--- config.mk ---
export PLATFORM = sky130hd
export DESIGN_NAME = times_table_read_arbiter
export DESIGN_NICKNAME = d
export VERILOG_FILES = /design/src/rtl/times_table_pkg.sv /design/src/rtl/times_table_read_arbiter_rr_arb2.sv /design/src/rtl/times_table_read_arbiter.sv
export SDC_FILE = /design/constraint.sdc
export NUM_CORES = 1
export LEC_CHECK = 0
export BUFFER_PORTS_ARGS = -buffer_cell sky130_fd_sc_hd__buf_2
export CAP_MARGIN = 20
export CORE_ASPECT_RATIO = 0.7
export CORE_MARGIN = 4
export CORE_UTILIZATION = 46
export DETAILED_ROUTE_END_ITERATION = 6
export GPL_TIMING_DRIVEN = 0
export PLACE_DENSITY_LB_ADDON = 0.25
export SYNTH_ARGS = -nofsm -noshare
export SYNTH_HDL_FRONTEND = slang
export SYNTH_SLANG_ARGS = --single-unit
--- constraint.sdc ---
create_clock -name clk -period 5.6 [get_ports clk]
set_input_delay 0.56 -clock clk [delete_from_list [all_inputs] [get_ports clk]]
set_output_delay 0.56 -clock clk [all_outputs]
set_load 0.1 [all_outputs]
--- src/rtl/times_table_pkg.sv ---
// Shared types and constants for the times-table read arbiter.
package times_table_pkg;

  localparam int OPW  = 3;
  localparam int RESW = 6;
  localparam logic [1:0] RESP_OKAY = 2'b00;

  typedef enum logic [1:0] {
    IDLE,
    ADDR,
    DATA,
    DONE
  } state_t;

endpackage

--- src/rtl/times_table_read_arbiter_rr_arb2.sv ---
// Two-way round-robin grant; the requester not granted last wins a tie.
module rr_arb2 (
  input  logic       clk,
  input  logic       rst,
  input  logic [1:0] req,
  input  logic       take,
  output logic [1:0] gnt
);

  // 1 = requester 1 was granted last, so requester 0 wins the first tie
  logic last_reg;

  always_comb begin
    gnt = 2'b00;
    if (req[0] && (!req[1] || last_reg)) begin
      gnt = 2'b01;
    end else if (req[1]) begin
      gnt = 2'b10;
    end
  end

  always_ff @(posedge clk) begin
    if (!rst) begin
      last_reg <= 1'b1;
    end else if (take && (gnt != 2'b00)) begin
      last_reg <= gnt[1];
    end
  end

endmodule

--- src/rtl/times_table_read_arbiter.sv ---
// Arbitrates two product lookups onto one AXI4-Lite read master, one transaction
// in flight, with a grant-to-data timeout that completes the request with an error.
module times_table_read_arbiter #(
  parameter int          TIMEOUT   = 16,
  parameter logic [31:0] BASE_ADDR = 32'h0000_0000
) (
  input  logic        clk,
  input  logic        rst,
  input  logic        req0,
  input  logic        req1,
  input  logic [2:0]  a0,
  input  logic [2:0]  b0,
  input  logic [2:0]  a1,
  input  logic [2:0]  b1,
  output logic        ack0,
  output logic        ack1,
  output logic [5:0]  result0,
  output logic [5:0]  result1,
  output logic        err0,
  output logic        err1,
  output logic [31:0] m_araddr,
  output logic        m_arvalid,
  input  logic        m_arready,
  input  logic [31:0] m_rdata,
  input  logic [1:0]  m_rresp,
  input  logic        m_rvalid,
  output logic        m_rready
);
  import times_table_pkg::*;

  localparam int TW = $clog2(TIMEOUT + 1);
  localparam logic [TW-1:0] TLIM = TW'(TIMEOUT - 1);

  state_t          state_reg, state_next;
  logic            sel_reg;
  logic [31:0]     addr_reg;
  logic [TW-1:0]   timer_reg;
  logic [RESW-1:0] result0_reg, result1_reg;
  logic            err0_reg, err1_reg;

  logic [1:0]      gnt;
  logic            take;
  logic            expired;
  logic            finish;
  logic [OPW-1:0]  op_a, op_b;
  logic [RESW-1:0] fin_res;
  logic            fin_err;
  logic            unused_rdata;

  assign unused_rdata = ^m_rdata[31:RESW];

  rr_arb2 u_arb (
    .clk  (clk),
    .rst  (rst),
    .req  ({req1, req0}),
    .take (take),
    .gnt  (gnt)
  );

  assign take    = (state_reg == IDLE);
  assign expired = (timer_reg >= TLIM);
  assign op_a    = gnt[1] ? a1 : a0;
  assign op_b    = gnt[1] ? b1 : b0;

  always_comb begin
    state_next = state_reg;
    case (state_reg)
      IDLE: if (gnt != 2'b00) state_next = ADDR;
      ADDR: begin
        if (m_arready)    state_next = DATA;
        else if (expired) state_next = DONE;
      end
      DATA: if (m_rvalid || expired) state_next = DONE;
      DONE: state_next = IDLE;
      default: state_next = IDLE;
    endcase
  end

  // A timed-out request completes as an error with a zero product
  always_comb begin
    finish  = ((state_reg == ADDR) || (state_reg == DATA)) && (state_next == DONE);
    fin_res = '0;
    fin_err = 1'b1;
    if ((state_reg == DATA) && m_rvalid) begin
      fin_res = m_rdata[RESW-1:0];
      fin_err = (m_rresp != RESP_OKAY);
    end
  end

  always_ff @(posedge clk) begin
    if (!rst) begin
      state_reg <= IDLE;
    end else begin
      state_reg <= state_next;
    end
  end

  always_ff @(posedge clk) begin
    if (!rst) begin
      sel_reg     <= 1'b0;
      addr_reg    <= '0;
      timer_reg   <= '0;
      result0_reg <= '0;
      result1_reg <= '0;
      err0_reg    <= 1'b0;
      err1_reg    <= 1'b0;
    end else begin
      if (take && (gnt != 2'b00)) begin
        sel_reg   <= gnt[1];
        addr_reg  <= BASE_ADDR + {24'b0, op_a, op_b, 2'b00};
        timer_reg <= '0;
      end else if ((state_reg == ADDR) || (state_reg == DATA)) begin
        timer_reg <= timer_reg + TW'(1);
      end
      if (finish) begin
        if (sel_reg) begin
          result1_reg <= fin_res;
          err1_reg    <= fin_err;
        end else begin
          result0_reg <= fin_res;
          err0_reg    <= fin_err;
        end
      end
    end
  end

  assign m_arvalid = (state_reg == ADDR);
  assign m_rready  = (state_reg == DATA);
  assign m_araddr  = addr_reg;
  assign ack0      = (state_reg == DONE) && !sel_reg;
  assign ack1      = (state_reg == DONE) && sel_reg;
  assign result0   = result0_reg;
  assign result1   = result1_reg;
  assign err0      = err0_reg;
  assign err1      = err1_reg;

endmodule

==> impl_metrics.json <==
{
  "root_buffer": "clkbuf_8",
  "synth_top_family_by_area": "simple AND/OR/NAND/NOR gates",
  "synth-compound-area-share_pct": 13.0,
  "firstDrtPassIters": 4,
  "worstMarginPinSlew_ns": 0.529,
  "synthSimpleGateAreaFrac_pct": 16.1,
  "cp-end-kind": "register",
  "grt_use_total_pct": 14.9,
  "cts.sinks": 29,
  "power_leakage_nw": 1.17,
  "fin_skew_ns": 0.00330,
  "setup_viol": 0,
  "initial_core_util_pct": 49.3,
  "synth_area_leaders": "dfxtp_1, mux2i_1, buf_4, nand2_1, ha_1",
  "dp.cells": 296,
  "crit_arrival_ns": 2.47,
  "yosys.area_share.adder_pct": 5.46,
  "fp-row-count": 17,
  "hp-class": "reg -> reg",
  "clk_pin_slew_ns": 0.06,
  "synthMuxAreaShare_pct": 13.1,
  "worst_setup_path_start_kind": "register",
  "cts_resized": 0,
  "final.setup.tns_ns": 0,
  "layout_common_cells": "buf_2, dfxtp_1, nand2_1, buf_4, conb_1",
  "routedWlPerCell_um": 11.2,
  "drt_iter0_markers": 44,
  "crit_type": "reg -> reg",
  "avgSynthCellArea_um2": 9.17,
  "cts_tree": "yes",
  "max_cap_viol_count": 0,
  "finalHoldViolations": 0,
  "finalCritPeriodShare_pct": 40.5,
  "grt_pass1_vias": 1174,
  "finalMaxSlewViolations": 0,
  "die_w_um": 78.6,
  "netlist_area_um2": 1610,
  "max_freq_mhz": 441,
  "powerDensity_nw_per_um2": 490,
  "rsz0062_at_grt": "no",
  "ys_seq_area_share_pct": 36.2,
  "hpwlAfterDp_um": 2640,
  "cts-buffers-inserted": 5,
  "die_height_um": 57.4,
  "whs_path_depth": 2,
  "drive_gt1_share_pct": 33.9,
  "final_util_pct": 65.1,
  "io_pins": 102,
  "viasPerCell": 4.41,
  "postRouteAntennaNets": 0,
  "die_area_um2": 4510,
  "gp_congestion": 0.757,
  "finish.net_count": 315,
  "grt_pass1_wl_um": 5330,
  "reg2reg_depth": 7,
  "diodes": 0,
  "cts_max_level": 2,
  "synth_top_area_share_pct": 36.2,
  "layout_commonest_cell": "buf_2",
  "finalPower_mw": 1.04,
  "cts_max_path_buffers": 2,
  "min_period_ns": 2.27,
  "clk_latency_ns": 0.27,
  "relSlewSlack_pct": 64.7,
  "peakVddDrop_v": 0.000362,
  "dr_total_vias": 1340,
  "yosysTopAreaCell": "dfxtp_1",
  "grt_max_degree": 11,
  "routed_wl_um": 3410,
  "postCtsHoldBufs": 0,
  "synth_cell_types": 30,
  "grt_overflow_total": 0,
  "synthCells": 175,
  "cp_data_required_time_ns": 5.80,
  "cp_max_fo": 7,
  "post-cts-setup-buffers": 0,
  "core-area_um2": 3250,
  "synth-seq-cells": 29,
  "io_buffer_count": 49,
  "synth_xor_area_share_pct": 1.64,
  "antenna_found_initial": 0,
  "instances_no_fill": 304,
  "outcome": "finished, final reports clean",
  "drc": 0,
  "yosysWarnings": 0,
  "area_growth_pct": 32.0
}
cell type report:
cell class                      count  area (um^2)
Clock buffer                        7         86.3
Buffer                             32          218
Sequential cell                    29          581
Tap cell                           47         58.8
Inverter                            3         11.3
Clock inverter                      1         30.0
Multi-Input combinational cell    136          890
Timing Repair Buffer               49          245
Fill cell                         288         1130
cells in the mapped netlist, drive strengths merged:
cell / count
dfxtp: 29
nand2: 28
buf: 26
mux2i: 21
nor2: 9
ha: 7
clkbuf: 6
nand3: 6
o211a: 6
o21ai: 4
a21oi: 3
and3: 3
inv: 3
nor2b: 3
a211oi: 2
a21boi: 2
a221oi: 2
and2: 2
nand2b: 2
o31ai: 2
xor2: 2
a211o: 1
a22oi: 1
conb: 1
nand4bb: 1
nor3: 1
or3: 1
xnor2: 1
worst max-delay path, stage by stage (launching register included):
cell     delay (ns)
dfxtp_1        0.33
ha_1           0.21
and3_1         0.18
ha_1           0.17
or3_4          0.37
a211o_4        0.35
o21ai_4        0.34
mux2i_1        0.24
through the flow:
step | cell area [um^2] | setup WS [ns] | hold WS [ns]
finish | 2120 | 3.33 | 0.460
global route | 2120 | 3.23 | 0.477
CTS | 2120 | 3.33 | 0.461
detailed placement | 2000 | 3.36 | 0.452
global placement | 2000 | 3.37 | 0.444
floorplan | 1700 | 3.14 | 0.479
report_power, final:
group	internal, mW	switching, mW	leakage, nW	total, mW
clock	0.145	0.0769	0.0585	0.222
sequential	0.241	0.0262	0.236	0.267
combinational	0.135	0.414	0.879	0.549
total	0.520	0.517	1.17	1.04
worst paths after layout:
| path | startpoint | slack [ns] | to |
|---|---|---|---|
| min | result1[4] | 0.46 | result1[4] |
| min reg2reg | result1[4] | 0.46 | result1[4] |
| max | timer_reg[0] | 3.33 | result1[2] |
| max reg2reg | timer_reg[0] | 3.33 | result1[2] |
per-layer routing:
layer	vias to the layer above	share of wire [%]	global-route usage [%]
li1	709	-	-
met1	583	47	19.1
met2	48	44	23.8
met3	0	8.9	6.15
met4	0	0	2.99
met5	-	0	0
cells by family after synthesis:
kind of cell / Yosys count
and+or+nand+nor: 56
buffers and inverters: 35
DFF: 29
AOI/OAI and AO/OA: 23
muxes: 21
adders and majority gates: 7
xor gates and xnor gates: 3
other: 1
Note: power is estimated with default switching activity, not from simulation.
